[src/rtl/chacha_lane_adder_pkg.sv]
// Shared constants and elaboration helpers for the carry-pipelined ChaCha lane adder.
// The rotate helpers are only consumed when CHACHA_ADDER_ROTATE_EN is defined.
package chacha_adder_pkg;

  localparam int ROT_16 = 16;
  localparam int ROT_12 = 12;
  localparam int ROT_8  = 8;
  localparam int ROT_7  = 7;

  localparam int DEFAULT_DATA_WIDTH = 32;
  localparam int ROT_W = $clog2(DEFAULT_DATA_WIDTH);

  function automatic int seg_width(input int data_width, input int segments);
    return data_width / segments;
  endfunction

  function automatic int rot_width(input int data_width);
    return $clog2(data_width);
  endfunction

  // Segments must tile the word exactly, otherwise the top carry bits would be dropped.
  function automatic bit seg_cfg_ok(input int data_width, input int segments);
    return (segments >= 1) && (segments <= data_width) && ((data_width % segments) == 0);
  endfunction

endpackage

[src/rtl/chacha_lane_adder_if.sv]
// Valid/ready stream bundle for chacha_lane_adder: operand beat in, sum/carry beat out.
// The rotate amount field exists only when CHACHA_ADDER_ROTATE_EN is defined.
interface chacha_lane_adder_if
  import chacha_adder_pkg::*;
#(
  parameter int DATA_WIDTH = 32,
  parameter int LANES      = 4
);

  logic                          i_s_valid;
  logic                          o_s_ready;
  logic [LANES*DATA_WIDTH-1:0]   i_s_a;
  logic [LANES*DATA_WIDTH-1:0]   i_s_b;
  logic [LANES-1:0]              i_s_lane_en;
`ifdef CHACHA_ADDER_ROTATE_EN
  logic [rot_width(DATA_WIDTH)-1:0] i_s_rot;
`endif
  logic                          o_m_valid;
  logic                          i_m_ready;
  logic [LANES*DATA_WIDTH-1:0]   o_m_sum;
  logic [LANES-1:0]              o_m_carry;

  // slave: the adder's view; master: the producer/consumer around it.
  modport slave (
    input  i_s_valid,
    output o_s_ready,
    input  i_s_a,
    input  i_s_b,
    input  i_s_lane_en,
`ifdef CHACHA_ADDER_ROTATE_EN
    input  i_s_rot,
`endif
    output o_m_valid,
    input  i_m_ready,
    output o_m_sum,
    output o_m_carry
  );

  modport master (
    output i_s_valid,
    input  o_s_ready,
    output i_s_a,
    output i_s_b,
    output i_s_lane_en,
`ifdef CHACHA_ADDER_ROTATE_EN
    output i_s_rot,
`endif
    input  o_m_valid,
    output i_m_ready,
    input  o_m_sum,
    input  o_m_carry
  );

endinterface

[src/rtl/chacha_lane_adder_segment.sv]
// One carry-pipeline stage for all lanes: adds segment SEG_IDX of each lane and registers the word.
// With CHACHA_ADDER_ROTATE_EN the last stage also rotates enabled lanes before its register.
module chacha_adder_segment
  import chacha_adder_pkg::*;
#(
  parameter int DATA_WIDTH = 32,
  parameter int LANES      = 4,
  parameter int SEGMENTS   = 2,
  parameter int SEG_IDX    = 0
)
(
  input  logic                        clk_i,
  input  logic                        rst_i,
  input  logic                        move_i,
  input  logic                        valid_i,
  input  logic [LANES*DATA_WIDTH-1:0] word_i,
  input  logic [LANES*DATA_WIDTH-1:0] b_i,
  input  logic [LANES-1:0]            carry_i,
`ifdef CHACHA_ADDER_ROTATE_EN
  input  logic [LANES-1:0]            en_i,
  input  logic [rot_width(DATA_WIDTH)-1:0] rot_i,
  output logic [LANES-1:0]            en_o,
  output logic [rot_width(DATA_WIDTH)-1:0] rot_o,
`endif
  output logic                        valid_o,
  output logic [LANES*DATA_WIDTH-1:0] word_o,
  output logic [LANES*DATA_WIDTH-1:0] b_o,
  output logic [LANES-1:0]            carry_o
);

  localparam int SEG_W = seg_width(DATA_WIDTH, SEGMENTS);
  localparam int LO    = SEG_IDX * SEG_W;
`ifdef CHACHA_ADDER_ROTATE_EN
  localparam bit LAST  = (SEG_IDX == SEGMENTS - 1);
  localparam int RW    = rot_width(DATA_WIDTH);
`endif

  logic [LANES*DATA_WIDTH-1:0] word_d, word_q, b_q;
  logic [LANES-1:0]            carry_d, carry_q;
  logic                        valid_q;
`ifdef CHACHA_ADDER_ROTATE_EN
  logic [LANES-1:0]            en_q;
  logic [RW-1:0]               rot_q;
`endif

  // Word holds finished low segments and untouched high A bits; only this slice changes here.
  for (genvar l = 0; l < LANES; l++) begin : g_lane
    logic [SEG_W:0]          slice_sum;
    logic [DATA_WIDTH-1:0]   lane_word;

    assign slice_sum = {1'b0, word_i[l*DATA_WIDTH+LO +: SEG_W]}
                     + {1'b0, b_i[l*DATA_WIDTH+LO +: SEG_W]}
                     + {{SEG_W{1'b0}}, carry_i[l]};

    always_comb begin
      lane_word = word_i[l*DATA_WIDTH +: DATA_WIDTH];
      lane_word[LO +: SEG_W] = slice_sum[SEG_W-1:0];
    end

    assign carry_d[l] = slice_sum[SEG_W];

`ifdef CHACHA_ADDER_ROTATE_EN
    if (LAST) begin : g_rot
      logic [DATA_WIDTH-1:0] rotated;
      assign rotated = (lane_word << rot_i) | (lane_word >> (DATA_WIDTH - int'(rot_i)));
      assign word_d[l*DATA_WIDTH +: DATA_WIDTH] = en_i[l] ? rotated : lane_word;
    end else begin : g_pass
      assign word_d[l*DATA_WIDTH +: DATA_WIDTH] = lane_word;
    end
`else
    assign word_d[l*DATA_WIDTH +: DATA_WIDTH] = lane_word;
`endif
  end

  always_ff @(posedge clk_i or posedge rst_i) begin
    if (rst_i) begin
      valid_q <= 1'b0;
      word_q  <= '0;
      b_q     <= '0;
      carry_q <= '0;
`ifdef CHACHA_ADDER_ROTATE_EN
      en_q    <= '0;
      rot_q   <= '0;
`endif
    end else if (move_i) begin
      valid_q <= valid_i;
      word_q  <= word_d;
      b_q     <= b_i;
      carry_q <= carry_d;
`ifdef CHACHA_ADDER_ROTATE_EN
      en_q    <= en_i;
      rot_q   <= rot_i;
`endif
    end
  end

  assign valid_o = valid_q;
  assign word_o  = word_q;
  assign b_o     = b_q;
  assign carry_o = carry_q;
`ifdef CHACHA_ADDER_ROTATE_EN
  assign en_o    = en_q;
  assign rot_o   = rot_q;
`endif

endmodule

[src/rtl/chacha_lane_adder.sv]
// Multi-lane modular adder with a SEGMENTS-deep registered carry chain and valid/ready flow control.
// Optional per-beat left rotate of the result is enabled by defining CHACHA_ADDER_ROTATE_EN.
module chacha_lane_adder
  import chacha_adder_pkg::*;
#(
  parameter int DATA_WIDTH = 32,
  parameter int LANES      = 4,
  parameter int SEGMENTS   = 2
)
(
  input  logic                 i_aclk,
  input  logic                 i_areset,
  chacha_lane_adder_if.slave   stream
);

  localparam int W = LANES * DATA_WIDTH;
`ifdef CHACHA_ADDER_ROTATE_EN
  localparam int RW = rot_width(DATA_WIDTH);
`endif

  if (!seg_cfg_ok(DATA_WIDTH, SEGMENTS)) begin : g_cfg_err
    $error("chacha_lane_adder: DATA_WIDTH must be a multiple of SEGMENTS, 1 <= SEGMENTS <= DATA_WIDTH");
  end

  logic [W-1:0]       word_c  [SEGMENTS+1];
  logic [W-1:0]       b_c     [SEGMENTS+1];
  logic [LANES-1:0]   carry_c [SEGMENTS+1];
  logic [SEGMENTS:0]  valid_c;
  logic [SEGMENTS-1:0] move;
  logic [W-1:0]       b_in;
  logic               unused_tail;
`ifdef CHACHA_ADDER_ROTATE_EN
  logic [LANES-1:0]   en_c    [SEGMENTS+1];
  logic [RW-1:0]      rot_c   [SEGMENTS+1];
`endif

  // Disabled lanes add zero, which also guarantees their carry-out stays 0.
  for (genvar l = 0; l < LANES; l++) begin : g_mask
    assign b_in[l*DATA_WIDTH +: DATA_WIDTH] =
      stream.i_s_lane_en[l] ? stream.i_s_b[l*DATA_WIDTH +: DATA_WIDTH] : '0;
  end

  assign word_c[0]  = stream.i_s_a;
  assign b_c[0]     = b_in;
  assign carry_c[0] = '0;
  assign valid_c[0] = stream.i_s_valid;
`ifdef CHACHA_ADDER_ROTATE_EN
  assign en_c[0]    = stream.i_s_lane_en;
  assign rot_c[0]   = stream.i_s_rot;
`endif

  // A stage may load when it is empty or everything downstream of it is moving.
  always_comb begin
    move = '0;
    move[SEGMENTS-1] = ~valid_c[SEGMENTS] | stream.i_m_ready;
    for (int k = SEGMENTS - 2; k >= 0; k--) begin
      move[k] = ~valid_c[k+1] | move[k+1];
    end
  end

  for (genvar k = 0; k < SEGMENTS; k++) begin : g_seg
    chacha_adder_segment #(
      .DATA_WIDTH (DATA_WIDTH),
      .LANES      (LANES),
      .SEGMENTS   (SEGMENTS),
      .SEG_IDX    (k)
    ) u_seg (
      .clk_i   (i_aclk),
      .rst_i   (i_areset),
      .move_i  (move[k]),
      .valid_i (valid_c[k]),
      .word_i  (word_c[k]),
      .b_i     (b_c[k]),
      .carry_i (carry_c[k]),
`ifdef CHACHA_ADDER_ROTATE_EN
      .en_i    (en_c[k]),
      .rot_i   (rot_c[k]),
      .en_o    (en_c[k+1]),
      .rot_o   (rot_c[k+1]),
`endif
      .valid_o (valid_c[k+1]),
      .word_o  (word_c[k+1]),
      .b_o     (b_c[k+1]),
      .carry_o (carry_c[k+1])
    );
  end

  assign stream.o_s_ready = move[0] & ~i_areset;
  assign stream.o_m_valid = valid_c[SEGMENTS];
  assign stream.o_m_sum   = word_c[SEGMENTS];
  assign stream.o_m_carry = carry_c[SEGMENTS];

`ifdef CHACHA_ADDER_ROTATE_EN
  assign unused_tail = ^b_c[SEGMENTS] ^ ^en_c[SEGMENTS] ^ ^rot_c[SEGMENTS];
`else
  assign unused_tail = ^b_c[SEGMENTS];
`endif

endmodule

[src/flat_wrapper.sv]
// flat-port wrapper written by rule: the top's interface ports become plain ports
module chacha_lane_adder_flat import chacha_adder_pkg::*;
#(
  parameter int DATA_WIDTH = 32,
  parameter int LANES      = 4,
  parameter int SEGMENTS   = 2
)
  (i_aclk, i_areset, stream_i_s_valid, stream_o_s_ready, stream_i_s_a, stream_i_s_b, stream_i_s_lane_en, stream_o_m_valid, stream_i_m_ready, stream_o_m_sum, stream_o_m_carry);
  chacha_lane_adder_if #(.DATA_WIDTH(DATA_WIDTH), .LANES(LANES)) stream_i ();
  input  logic i_aclk;
  input  logic i_areset;
  input wire logic [$bits(stream_i.i_s_valid)-1:0] stream_i_s_valid;
  output wire logic [$bits(stream_i.o_s_ready)-1:0] stream_o_s_ready;
  input wire logic [$bits(stream_i.i_s_a)-1:0] stream_i_s_a;
  input wire logic [$bits(stream_i.i_s_b)-1:0] stream_i_s_b;
  input wire logic [$bits(stream_i.i_s_lane_en)-1:0] stream_i_s_lane_en;
  output wire logic [$bits(stream_i.o_m_valid)-1:0] stream_o_m_valid;
  input wire logic [$bits(stream_i.i_m_ready)-1:0] stream_i_m_ready;
  output wire logic [$bits(stream_i.o_m_sum)-1:0] stream_o_m_sum;
  output wire logic [$bits(stream_i.o_m_carry)-1:0] stream_o_m_carry;
  assign stream_i.i_s_valid = stream_i_s_valid;
  assign stream_o_s_ready = stream_i.o_s_ready;
  assign stream_i.i_s_a = stream_i_s_a;
  assign stream_i.i_s_b = stream_i_s_b;
  assign stream_i.i_s_lane_en = stream_i_s_lane_en;
  assign stream_o_m_valid = stream_i.o_m_valid;
  assign stream_i.i_m_ready = stream_i_m_ready;
  assign stream_o_m_sum = stream_i.o_m_sum;
  assign stream_o_m_carry = stream_i.o_m_carry;
  chacha_lane_adder #(.DATA_WIDTH(DATA_WIDTH), .LANES(LANES), .SEGMENTS(SEGMENTS)) u_core (.i_aclk(i_aclk), .i_areset(i_areset), .stream(stream_i));
endmodule
[config.mk]
export PLATFORM = sky130hd
export DESIGN_NAME = chacha_lane_adder_flat
export DESIGN_NICKNAME = d
export VERILOG_FILES = /design/src/rtl/chacha_lane_adder_pkg.sv /design/src/rtl/chacha_lane_adder_if.sv /design/src/rtl/chacha_lane_adder_segment.sv /design/src/rtl/chacha_lane_adder.sv /design/src/flat_wrapper.sv
export SDC_FILE = /design/constraint.sdc
export NUM_CORES = 1
export LEC_CHECK = 0
export ABC_AREA = 1
export ABC_CLOCK_PERIOD_IN_PS = 15700
export CAP_MARGIN = 5
export CORE_ASPECT_RATIO = 0.7
export CORE_MARGIN = 2
export CORE_UTILIZATION = 45
export DETAILED_ROUTE_END_ITERATION = 8
export PLACE_DENSITY = 0.71
export SYNTH_ARGS = -nofsm -noshare
export SYNTH_HDL_FRONTEND = slang
export SYNTH_SLANG_ARGS = --single-unit
[constraint.sdc]
create_clock -name i_aclk -period 15.7 [get_ports i_aclk]
set_input_delay 1.57 -clock i_aclk [delete_from_list [all_inputs] [get_ports i_aclk]]
set_output_delay 1.57 -clock i_aclk [all_outputs]
set_load 0.02 [all_outputs]
==> impl_metrics.tcl <==
set metrics [dict create \
    p_leak_nw 14.2 \
    drtIter0Drc 1421 \
    outcome "finished clean" \
    finalWorstSetupSlack_ns 8.84 \
    grt_max_degree 120 \
    internal_power_mw 1.94 \
    critPathArrivalTime_ns 5.29 \
    dieArea_um2 47000 \
    netlist.area_leader.share 0.406 \
    critical_path.max_stage_delay_ns 0.77 \
    worst_slew_pin_slew_ns 1.10 \
    synth_area_um2 20300 \
    ys_top_cells_by_area "dfrtp_1 41%, nand2_1 27%, ha_1 7.6%" \
    drtAntennaViolNets 0 \
    synth-main-ff-cell "dfrtp_1" \
    root_buffer "clkbuf_16" \
    whs_ns 0.473 \
    fin_crit_sh 0.437 \
    worstPathRequired_ns 14.13 \
    drt-wirelength-per-cell_um 15.7 \
    via_count 19500 \
    cts_tree "built" \
    end_kind "output port" \
    final_nets 3706 \
    dp_slack_ns 8.75 \
    power_mw 2.94 \
    crit_slowest_cell "nor2_8" \
    ys_seq_area_frac 0.406 \
    critPathMaxFanout 68 \
    fin_crit_ns 6.86 \
    antenna_found_initial 7 \
    ys_ff_latch 330 \
    ys_warn_count 0 \
    place_congestion 0.935 \
    slew_headroom 0.264 \
    fillers 4130 \
    worst-path-stages 9 \
    cts.clk_slew.worst_paths_ns 0.06 \
    setup.worst_path.start_class "input pin" \
    rsz0062_at_grt "no" \
    post-cts-setup-buffers 0 \
    p_clk_frac 0.305 \
    tns_ns 0 \
    num_rows 65 \
    drive_above_1_share 0.0289 \
    clk_latency_ns 0.52 \
    clock-sinks 330 \
    skew_ns 0.00866 \
    numPortBuffers 397 \
    drc 0 \
    synthCells 2944 \
    maxSlewViolCount 0 \
    vias_per_cell 4.96 \
    first_global_vias 18600 \
    numCtsBuffers 36 \
    rr_worst_depth 9 \
    powerDensity_nw_per_um2 113 \
    die_x_um 258 \
    synth_edf_count 0 \
    worstPathCellList "clkdlybuf4s50_1 > nor2_4 > buf_4 > inv_4 > nor2_8 > inv_4 > nand2_1 > inv_1 > clkdlybuf4s50_1" \
    whs_path_depth 2 \
    pin_count 398 \
    power_frac_comb 0.322 \
    hold_viol 0 \
    swShare 0.340 \
    h-tree-depth 2 \
    hp-class "register to register" \
    seq_area_um2 8260 \
    max_freq_ghz 0.146 \
    multi_input_area_um2 10200 \
    crit_family "buffers and inverters" \
    switching_power_mw 1.00 \
    synth_cell_type_count 25 \
    ctsHoldBuffers 0 \
    postSynth.asyncResetShare 1.00 \
    core_um2 44800 \
    seq_power_share 0.373 \
    utilization 0.579 \
    cts_resized 0 \
    initial_core_util 0.454 \
    avgSynthCellArea_um2 6.91 \
    hpwl_um 46000 \
    yosysTopAreaCell "dfrtp_1" \
    grt_pass1_wl_um 98900 \
    maxCapViolCount 0 \
    synth_common_cells "1,472 x nand2_1, 370 x inv_1, 330 x dfrtp_1" \
    finalSetupViolations 0 \
    area_growth_pct 27.6 \
    gr-usage-all-layers 0.263 \
    critPathBufInv 6 \
    drt_pass1_iterations 6 \
    vdd_ir_drop_max_mv 0.0749 \
    synth_nets 3344 \
    criticalPathCategory "input pin to output port" \
    yosysMostFrequentCell "nand2_1" \
    routed_wl_um 61900 \
    grt.overflow.total 0 \
    clockBufferDepth 3 \
    die_h_um 182 \
]
worst register-to-register path: stages, from the launching register on:
cell and delay (ns):
dfrtp_1 0.34, inv_1 0.07, nor2_4 0.07, buf_4 0.65
inv_4 0.49, nor2_8 0.78, inv_4 0.47, buf_4 0.51
nand3_1 0.32, nand2_1 0.06
cells in the final DEF (no fill, tap or decap):
master           synthesis  layout
nand2_1               1472    1472
clkdlybuf4s50_1          0     397
inv_1                  370     369
dfrtp_1                330     330
nand3_1                138     138
ha_1                   124     124
o21ai_0                106     106
nor2_1                 106     106
a21oi_1                 62      62
clkbuf_16                0      37
xnor2_1                 30      30
nand3b_1                26      26
nor3_1                  26      26
or2_2                   23      23
buf_4                   32      14
fa_1                    12      12
xor2_1                  10      10
and2_1                   8       8
nand4_1                  8       8
clkbuf_8                 0       7
diode_2                  0       6
bufinv_16                0       5
clkbuf_1                31       5
clkinv_2                 0       4
inv_4                    0       2
a211o_1                  2       2
nor2_4                   0       1
nor2_8                   1       1
inv_8                    0       1
clkinvlp_4               0       1
kinds of logic (layout without fill, tap and decap cells):
| logic type | after synthesis | after routing | share of synthesized area |
|---|---|---|---|
| compound gates | 170 | 170 | 0.0422 |
| buf+inv | 459 | 842 | 0.0922 |
| flops | 330 | 330 | 0.406 |
| simple gates | 1809 | 1809 | 0.354 |
| fa+ha+maj | 136 | 136 | 0.0881 |
| xor+xnor | 40 | 40 | 0.0172 |
| other cells | 0 | 6 | 0 |
metal layers:
layer,track usage,vias up,wire length (µm)
met2,0.401,618,26800
met5,0,-,11
li1,-,9699,-
met4,0.0768,2,1500
met3,0.0440,91,4150
met1,0.383,9095,29400
cell type report:
cell class | instances | share of cell area
Antenna cell | 6 | 0.000579
Clock buffer | 49 | 0.0401
Clock inverter | 10 | 0.00685
Inverter | 372 | 0.0543
Multi-Input combinational cell | 2155 | 0.394
Sequential cell | 330 | 0.318
Tap cell | 603 | 0.0291
Timing Repair Buffer | 411 | 0.157
registers in the layout (all words and copies together) (netlist names):
signal	flops
u_core.g_seg.u_seg.word_o	256
u_core.g_seg.u_seg.carry_o	8
u_core.g_seg.u_seg.valid_o	2
u_core.g_seg.u_seg.b_o	64
stage by stage:
step / std cells / cell area, µm²
after global placement: 3871 / 24700
after floorplan: 2944 / 20300
after CTS: 3930 / 25900
after detailed placement: 3871 / 24700
final: 3936 / 25900
after global routing: 3935 / 25900
power by group through the flow:
| stage | clock, mW | sequential, mW | combinational (mW) |
|---|---|---|---|
| finish | 0.895 | 1.10 | 0.947 |
| detailed placement | 0 | 1.11 | 0.942 |
| CTS | 0.913 | 1.10 | 0.948 |
| global placement | 0 | 1.10 | 0.928 |
| global route | 0.945 | 1.11 | 1.04 |
| floorplan | 0 | 1.19 | 0.448 |
worst paths after layout:
path | start | end | slack, ns
worst max-delay path | stream_i_m_ready | stream_o_s_ready | 8.84
worst min-delay path | u_core.g_seg[0].u_seg.word_o[64]$_DFFE_PP0N_ | u_core.g_seg[1].u_seg.word_o[64]$_DFFE_PP0P_ | 0.47
worst max register to register | u_core.g_seg[1].u_seg.valid_o$_DFFE_PP0P_ | u_core.g_seg[0].u_seg.word_o[76]$_DFFE_PP0N_ | 11.83
worst min register to register | u_core.g_seg[0].u_seg.word_o[64]$_DFFE_PP0N_ | u_core.g_seg[1].u_seg.word_o[64]$_DFFE_PP0P_ | 0.47
max in group asynchronous | i_areset | u_core.g_seg[0].u_seg.word_o[50]$_DFFE_PP0N_ | 12.06
min in group asynchronous | i_areset | u_core.g_seg[1].u_seg.word_o[127]$_DFFE_PP0P_ | 1.52
Note: power is estimated with default switching activity, not from simulation.
